--- src/rtl/ps2_key_ctrl.sv ---
// PS/2 keyboard front end: pin conditioning, 11-bit frame receive, Set-2 make/break decode.
// Optional arrow-key mapping is compiled in with `define PS2_ARROW_KEYS_EN.
module ps2_key_ctrl #(
  parameter int FILTER_LEN = 8,
  parameter int TIMEOUT    = 100000
) (
  input  logic       clk,
  input  logic       reset,
  input  logic       ps2_clk,
  input  logic       ps2_data,
  output logic       ctrl_up,
  output logic       ctrl_left,
  output logic       ctrl_right,
  output logic       code_valid,
  output logic [7:0] code_out,
  output logic       frame_err
);
  localparam int FW = $clog2(FILTER_LEN + 1);
  localparam int TW = $clog2(TIMEOUT + 1);

  typedef enum logic [1:0] {IDLE, DATA, PARITY, STOP} state_t;

  logic          r_clk_s1, r_clk_s2, r_dat_s1, r_dat_s2;
  logic [FW-1:0] r_fcnt;
  logic          r_fclk, r_fclk_prev;
  state_t        r_state, w_nstate;
  logic [2:0]    r_bit_cnt;
  logic [7:0]    r_shift;
  logic          r_par;
  logic [TW-1:0] r_idle;
  logic          r_brk, r_ext, r_w_h, r_a_h, r_d_h;
  logic          w_fall, w_dat, w_good, w_err;
  logic          w_up_a, w_left_a, w_right_a;

  assign w_fall = r_fclk_prev & ~r_fclk;
  assign w_dat  = r_dat_s2;

  // Synchroniser plus run-length filter; filtered clock idles high out of reset.
  always_ff @(posedge clk or negedge reset) begin
    if (!reset) begin
      r_clk_s1    <= 1'b1;
      r_clk_s2    <= 1'b1;
      r_dat_s1    <= 1'b1;
      r_dat_s2    <= 1'b1;
      r_fcnt      <= '0;
      r_fclk      <= 1'b1;
      r_fclk_prev <= 1'b1;
    end else begin
      r_clk_s1    <= ps2_clk;
      r_clk_s2    <= r_clk_s1;
      r_dat_s1    <= ps2_data;
      r_dat_s2    <= r_dat_s1;
      r_fclk_prev <= r_fclk;
      if (r_clk_s2 != r_fclk) begin
        if (r_fcnt == FW'(FILTER_LEN - 1)) begin
          r_fclk <= r_clk_s2;
          r_fcnt <= '0;
        end else begin
          r_fcnt <= r_fcnt + 1'b1;
        end
      end else begin
        r_fcnt <= '0;
      end
    end
  end

  always_ff @(posedge clk or negedge reset) begin
    if (!reset) r_state <= IDLE;
    else        r_state <= w_nstate;
  end

  always_comb begin
    w_nstate = r_state;
    w_good   = 1'b0;
    w_err    = 1'b0;
    if (r_state != IDLE && !w_fall && r_idle == TW'(TIMEOUT - 1)) begin
      w_nstate = IDLE;
      w_err    = 1'b1;
    end else if (w_fall) begin
      case (r_state)
        IDLE:    if (!w_dat) w_nstate = DATA;
        DATA:    if (r_bit_cnt == 3'd7) w_nstate = PARITY;
        PARITY:  w_nstate = STOP;
        STOP: begin
          w_nstate = IDLE;
          if ((^r_shift ^ r_par) && w_dat) w_good = 1'b1;
          else                              w_err  = 1'b1;
        end
        default: w_nstate = IDLE;
      endcase
    end
  end

  always_ff @(posedge clk or negedge reset) begin
    if (!reset) begin
      r_bit_cnt <= '0;
      r_shift   <= '0;
      r_par     <= 1'b0;
      r_idle    <= '0;
    end else begin
      if (r_state == IDLE || w_fall) r_idle <= '0;
      else                           r_idle <= r_idle + 1'b1;
      if (w_fall) begin
        case (r_state)
          IDLE:    r_bit_cnt <= '0;
          DATA: begin
            r_shift   <= {w_dat, r_shift[7:1]};
            r_bit_cnt <= r_bit_cnt + 1'b1;
          end
          PARITY:  r_par <= w_dat;
          default: ;
        endcase
      end
    end
  end

`ifdef PS2_ARROW_KEYS_EN
  logic r_up_h, r_left_h, r_right_h;
  assign w_up_a    = r_up_h;
  assign w_left_a  = r_left_h;
  assign w_right_a = r_right_h;
`else
  assign w_up_a    = 1'b0;
  assign w_left_a  = 1'b0;
  assign w_right_a = 1'b0;
`endif

  // Decode: F0/E0 are prefixes; any other byte consumes and clears them.
  always_ff @(posedge clk or negedge reset) begin
    if (!reset) begin
      code_valid <= 1'b0;
      frame_err  <= 1'b0;
      code_out   <= '0;
      r_brk      <= 1'b0;
      r_ext      <= 1'b0;
      r_w_h      <= 1'b0;
      r_a_h      <= 1'b0;
      r_d_h      <= 1'b0;
`ifdef PS2_ARROW_KEYS_EN
      r_up_h     <= 1'b0;
      r_left_h   <= 1'b0;
      r_right_h  <= 1'b0;
`endif
    end else begin
      code_valid <= w_good;
      frame_err  <= w_err;
      if (w_err) begin
        r_brk <= 1'b0;
        r_ext <= 1'b0;
      end else if (w_good) begin
        code_out <= r_shift;
        if (r_shift == 8'hF0) begin
          r_brk <= 1'b1;
        end else if (r_shift == 8'hE0) begin
          r_ext <= 1'b1;
        end else begin
          r_brk <= 1'b0;
          r_ext <= 1'b0;
          if (!r_ext) begin
            case (r_shift)
              8'h1D:   r_w_h <= !r_brk;
              8'h1C:   r_a_h <= !r_brk;
              8'h23:   r_d_h <= !r_brk;
              default: ;
            endcase
          end
`ifdef PS2_ARROW_KEYS_EN
          else begin
            case (r_shift)
              8'h75:   r_up_h    <= !r_brk;
              8'h6B:   r_left_h  <= !r_brk;
              8'h74:   r_right_h <= !r_brk;
              default: ;
            endcase
          end
`endif
        end
      end
    end
  end

  assign ctrl_up    = r_w_h | w_up_a;
  assign ctrl_left  = r_a_h | w_left_a;
  assign ctrl_right = r_d_h | w_right_a;
endmodule

--- config.mk ---
export PLATFORM = sky130hd
export DESIGN_NAME = ps2_key_ctrl
export DESIGN_NICKNAME = d
export VERILOG_FILES = /design/src/rtl/ps2_key_ctrl.sv
export SDC_FILE = /design/constraint.sdc
export NUM_CORES = 1
export LEC_CHECK = 0
export CAP_MARGIN = 10
export CORE_ASPECT_RATIO = 1.5
export CORE_MARGIN = 2
export CORE_UTILIZATION = 50
export DETAILED_ROUTE_END_ITERATION = 8
export GPL_ROUTABILITY_DRIVEN = 0
export GPL_TIMING_DRIVEN = 0
export PLACE_DENSITY = 0.69
export SYNTH_ARGS = -nofsm -noshare
export SYNTH_HDL_FRONTEND = slang
export SYNTH_SLANG_ARGS = --single-unit
--- constraint.sdc ---
create_clock -name clk -period 4.5 [get_ports clk]
set_input_delay 0.45 -clock clk [delete_from_list [all_inputs] [get_ports clk]]
set_output_delay 0.45 -clock clk [all_outputs]
set_load 0.01 [all_outputs]
# --- After elaboration in Yosys (flattened, before gate mapping) ---
# Cells that the tools add are included.
word_totals:
  reg_bits: 56
  latchBits: 0
  mem_bits_rw: 0
  mem_bits_ro: 0
  inputBits: 4
  output_inout_bits: 13
  memories: 0
classes:
  add_sub_neg: 3
  n_mul: 0
  div_mod_pow: 0
  n_lt_le_gt_ge: 0
  eq_ne: 16
  shifts: 0
  n_mux: 25
  bitwise_logic: 7
  reduce_logical: 23
ops:
  columns: ["operator", "count"]
  rows:
  - ["$reduce_and A6 Y1", 3]
  - ["$add A17 B1 Y17 const B", 1]
  - ["$eq A17 B17 Y1 const B", 1]
  - ["$mux W17", 1]
  - ["$eq A8 B5 Y1 const B", 2]
  - ["$eq A8 B8 Y1 const B", 2]
  - ["$mux W1", 16]
  - ["$reduce_and A2 Y1", 7]
  - ["$ne A3 B3 Y1 const B", 3]
  - ["$eq A8 B6 Y1 const B", 1]
  - ["$mux W2", 4]
  - ["$mux W4", 2]
  - ["$pmux W2 S4", 1]
  - ["$reduce_bool A2 Y1", 4]
  - ["$reduce_xor A8 Y1", 1]
  - ["$pmux W3 S2", 1]
  - ["$not A1 Y1", 5]
  - ["$add A4 B1 Y4 const B", 1]
  - ["$eq A2 B2 Y1 const B", 2]
  - ["$eq A4 B3 Y1 const B", 1]
  - ["$add A3 B1 Y3 const B", 1]
  - ["$eq A3 B3 Y1 const B", 1]
  - ["$logic_and A1 B1 Y1", 3]
  - ["$reduce_and A3 Y1", 1]
  - ["8 further kinds", 9]

# --- Logic depth before layout (Yosys ltp) ---
logic_depth:
  ltp_word: 9
  depth_mapped: 6
  mapped_depth_nobuf: 6

# --- Worst setup path before layout ---
# OpenSTA, ideal clock, no wires.
synth_path:
  path_kind: "register -> register"
  start: "register r_shift[0]"
  end: "register code_out[0]"
  setup_time_ps: 125
  arrival_time_ps: 1975
  setup_slack_ps: 2401
  path_stages_with_launch: 7
  period_less_slack_ps: 2099
  path_cell_list: "dfrtp_1 > inv_1 > ha_1 > xnor3_1 > xnor2_1 > nor2_2 > mux2_2"
synth_between:
  word_cells_on_any_way: 13
  cone_classes: "mux (8); bitwise (2); reduce/logical (3)"
synth_lines:
  columns: ["item", "line_no", "rtl"]
  rows:
  - ["start, declared", "28", "logic [7:0] r_shift;"]
  - ["start signal, assigned", "107", "r_shift <= {w_dat, r_shift[7:1]};"]
  - ["$reduce_xor A8 Y1", "86", "if ((^r_shift ^ r_par) && w_dat) w_good = 1'b1;"]
  - ["$xor A1 B1 Y1", "86", null]
  - ["$logic_and A1 B1 Y1", "86", null]
  - ["$mux W1", "86", null]
  - ["$mux W1", "80", "case (r_state)"]
  - ["$mux W1", "79", "end else if (w_fall) begin"]
  - ["$mux W1", "76", "if (r_state != IDLE && !w_fall && r_idle == TW'(TIMEOUT - 1)) begin"]
  - ["named net w_good", "32", "logic w_fall, w_dat, w_good, w_err;"]
  - ["$reduce_and A2 Y1 (no line)", null, null]
  - ["end signal, assigned", "151", "code_out <= r_shift;"]
  - ["end, declared", "15", "output logic [7:0] code_out,"]
# The timed path passes the listed nets, and every way through them passes these cells.
# A chain may end at the register's enable or synchronous reset.

# --- Final worst setup path ---
layout_path:
  start: "register r_shift[1]"
  end: "register code_out[0]"
# Same word-level chain as after synthesis.

==> metrics.md <==
| Metric | Value |
|---|---|
| RSZ-0062 raised after global routing | `no` |
| Data arrival, critical path | `2.64 ns` |
| Dpl hpwl | `3410 um` |
| CP Data Required Time | `4.71 ns` |
| Max cap viols | `0` |
| Final WS setup | `2.07 ns` |
| Instance count on the critical path | `6` |
| Worst skew pair latency | `0.32 ns` |
| Slowest-stage cell, CP | `xnor2_1` |
| Die H | `93.6 um` |
| Outcome | `complete, no violations` |
| Layout cells sized above 1 | `12.2%` |
| Synthesized Nets | `268` |
| Largest family of logic cells by synthesized area | `simple AND/OR/NAND/NOR gates` |
| RR Endpoint | `code_out[0]` |
| Global Route Usage Sum | `18.0%` |
| Pwr dens | `452 nW/um^2` |
| Proportion of synthesized area in mux cells | `4.90%` |
| H-tree levels | `2` |
| Clk buf depth | `2` |
| Total gr overflow | `0` |
| Post-Route Utilization | `59.3%` |
| Sequential area share after synthesis | `52.6%` |
| Clk network pwr share | `25.3%` |
| Placed Area | `2940 sq um` |
| Initial core utilization | `51.9%` |
| Actual slew at the worst max-slew pin | `0.674 ns` |
| IO Pins | `17` |
| Crit Path Class | `reg2reg` |
| First-pass GRT wire length | `8270 um` |
| Sw Share | `33.4%` |
| Synth Area in Simple Gates | `17.4%` |
| Worst vdd ir | `249 uV` |
| LEAKAGE | `0.00135 uW` |
| Gr busiest metal | `met2` |
| Tot Pwr | `1380 uW` |
| Combinational share of power | `28.4%` |
| Largest net degree at the start of global routing | `32` |
| Worst Setup EP | `code_out[0]` |
| Final Skew | `0.00792 ns` |
| Cell family with most CP delay | `XOR/XNOR gates` |
| Crit-path max cell delay | `0.56 ns` |
| R2R depth | `6` |
| DP Worst Slack | `2.09 ns` |
| Antenna violations before repair | `0` |
| Critical Path Start Type | `register` |
| Slew headroom | `54.7%` |
| Buf+Inv Stages, Crit Path | `1` |
| Num CTS Buffers | `5` |
| Area Growth Syn to Fin | `14.2%` |
| Post CTS Setup Buffer Count | `0` |
| Synth Flop Type | `dfrtp_1` |
| Root Buffer | `clkbuf_8` |
| CP Max Fanout | `9` |
| Cells after synthesis | `245` |
| DRC violations left | `0` |
| Register clock-pin slew on the reported worst setup and hold paths | `0.10 ns` |
| EDFF count, synth | `0` |
| Yosys warning total | `0` |
| Flop-to-flop setup slack | `2.07 ns` |
| Sum Neg Setup Slack | `0 ns` |
| CORE AREA | `5160 sq um` |
| Met2 Track Usage GR | `33.0%` |
| Register area | `1410 sq um` |
| Initial DRC count | `98` |
| Hold Fails Final Rpt | `0` |
| CTS Hold Bufs | `0` |
| Fillers | `427` |
| Worst setup startpoint | `r_shift[1]` |
| Finished layout cell area | `3060 sq um` |
| Fin nets | `292` |
| Internal power | `920 uW` |
| CTS tree | `yes` |
| Clock Sinks | `56` |
| Final WL | `4630 um` |
| Avg Inst Size Synth | `10.9 sq um` |
| WL/cell | `13.7 um` |
| M1 GR Usage | `19.8%` |
| Drt pass-1 iters | `4` |
| Remaining antenna violation count | `0` |
| Share of power burned in registers | `46.3%` |
| Die Width | `63.8 um` |
| Hold Crit Class | `in2async` |
| Final min period | `2.43 ns` |
| Post-Syn Area | `2680 sq um` |
| CP endpoint kind | `register` |
| Register bit total from synthesis | `56` |
| Maximum clock rate | `411 MHz` |
| Pins Over Slew Limit | `0` |
| Multi-input logic area | `1180 sq um` |
| Ordered list of cells on the worst path | `inv_1 > ha_1 > xnor3_1 > xnor2_1 > nor2_2 > mux2_2` |
| PortBufs | `16` |
| Die ar. | `5970 sq um` |
| Post-Synth Adder-Cell Area | `8.87%` |
| Vias | `1799` |
| Netlist cell types | `38` |
| Reg-to-reg startpoint | `r_shift[1]` |
| Std cell rows | `32` |
| Vias per cell | `5.32` |
| Net Sw Power | `462 uW` |
| XOR/XNOR Fraction of Synth Area | `5.74%` |
| Post-cts resize count | `0` |
| Grt met3 use | `3.25%` |
| # setup viols final | `0` |
| Compound-cell area share of the yosys netlist | `7.10%` |
| Vias in the first global route | `1854` |
| Antenna cell count | `0` |
| Final period utilization | `54.0%` |
| Async S/R FF share, synth | `100%` |
## worst reg2reg max path, stage by stage, from the launching register on
cell,delay [ns]
dfrtp_1,0.41
inv_1,0.10
ha_1,0.27
xnor3_1,0.40
xnor2_1,0.56
nor2_2,0.25
mux2_2,0.33
## final cells by class
cell class,count,share of cell area (%)
Buffer,5,1.10
Clock buffer,6,2.70
Clock inverter,2,1.27
Inverter,15,1.84
Multi-Input combinational cell,169,38.6
Sequential cell,56,46.0
Tap cell,68,2.78
Timing Repair Buffer,17,5.72
## cell usage in the layout, fill, tap and decap left out, types with 2 or more instances in the layout
| cell | count |
|---|---|
| dfrtp_1 | 50 |
| nand2_1 | 29 |
| ha_1 | 19 |
| nor2_1 | 18 |
| inv_1 | 15 |
| o21ai_0 | 15 |
| clkdlybuf4s50_1 | 15 |
| nand3_1 | 12 |
| mux2_2 | 9 |
| xor2_1 | 8 |
| a21oi_1 | 7 |
| xnor2_1 | 7 |
| clkbuf_8 | 6 |
| dfstp_2 | 6 |
| nand4_1 | 5 |
| or3_1 | 4 |
| nor4_1 | 4 |
| nor3_1 | 4 |
| clkbuf_1 | 3 |
| mux2i_1 | 3 |
| or2_2 | 2 |
| nor2b_1 | 2 |
| buf_6 | 2 |
| a32o_1 | 2 |
| o221ai_1 | 2 |
| a211o_1 | 2 |
| o2111ai_1 | 2 |
## power groups by stage
stage	sequential (uW)	clock [uW]	combinational [uW]
after floorplan	640	0	294
after global placement	649	0	383
after detailed placement	652	0	396
after CTS	641	362	398
after global routing	653	379	450
final	640	350	392
## synth_stat cells (2+ instances only)
| library cell | count | area, sq um |
|---|---|---|
| a211o_1 | 2 | 17.5 |
| a21oi_1 | 7 | 35.0 |
| a32o_1 | 2 | 20.0 |
| buf_6 | 2 | 22.5 |
| clkbuf_1 | 3 | 11.3 |
| dfrtp_1 | 50 | 1250 |
| dfstp_2 | 6 | 158 |
| ha_1 | 19 | 238 |
| inv_1 | 15 | 56.3 |
| mux2_2 | 9 | 101 |
| mux2i_1 | 3 | 30.0 |
| nand2_1 | 29 | 109 |
| nand3_1 | 12 | 60.1 |
| nand4_1 | 5 | 31.3 |
| nor2_1 | 18 | 67.6 |
| nor2b_1 | 2 | 12.5 |
| nor3_1 | 4 | 20.0 |
| nor4_1 | 4 | 25.0 |
| o2111ai_1 | 2 | 17.5 |
| o21ai_0 | 15 | 75.1 |
| o221ai_1 | 2 | 17.5 |
| or2_2 | 2 | 12.5 |
| or3_1 | 4 | 25.0 |
| xnor2_1 | 7 | 61.3 |
| xor2_1 | 8 | 70.1 |
## kinds of logic (layout without fill, tap and decap cells)
group / count (synthesis) / in the layout
and+or+nand+nor: 91 / 91
DFF: 56 / 56
AOI/OAI and AO/OA: 31 / 31
buffers and inverters: 20 / 45
adders and majority gates: 19 / 19
xor gates and xnor gates: 16 / 16
muxes: 12 / 12
## layer usage
metal  vias up  part of all wire (%)
li1        890                     -
met1       882                    41
met2        18                    55
met3         9                   2.0
met4         0                   2.1
met5         -                     0
## flip-flops by register name, indices dropped and copies added (netlist names), 2 cells and up
name	cells
code_out	8
r_bit_cnt	3
r_fcnt	4
r_idle	17
r_shift	8
r_state	2
## how the worst min path moves through the flow
stage | depth (start not counted) | from | slack [ns] | to
floorplan | 0 | reset | 0.15 | code_out[0]
global placement | 0 | r_clk_s1 | 0.35 | r_clk_s2
detailed placement | 0 | r_dat_s1 | 0.35 | r_dat_s2
CTS | 1 | reset | 0.13 | r_state[1]
global route | 1 | reset | 0.15 | r_fcnt[0]
finish | 1 | reset | 0.12 | ctrl_left
## metrics by stage
step	instances	hold slack (ns)
detailed placement	330	0.347
global route	338	0.147
floorplan	245	0.154
global placement	329	0.347
CTS	338	0.132
finish	338	0.122
Power figures use the tool's default switching activity.
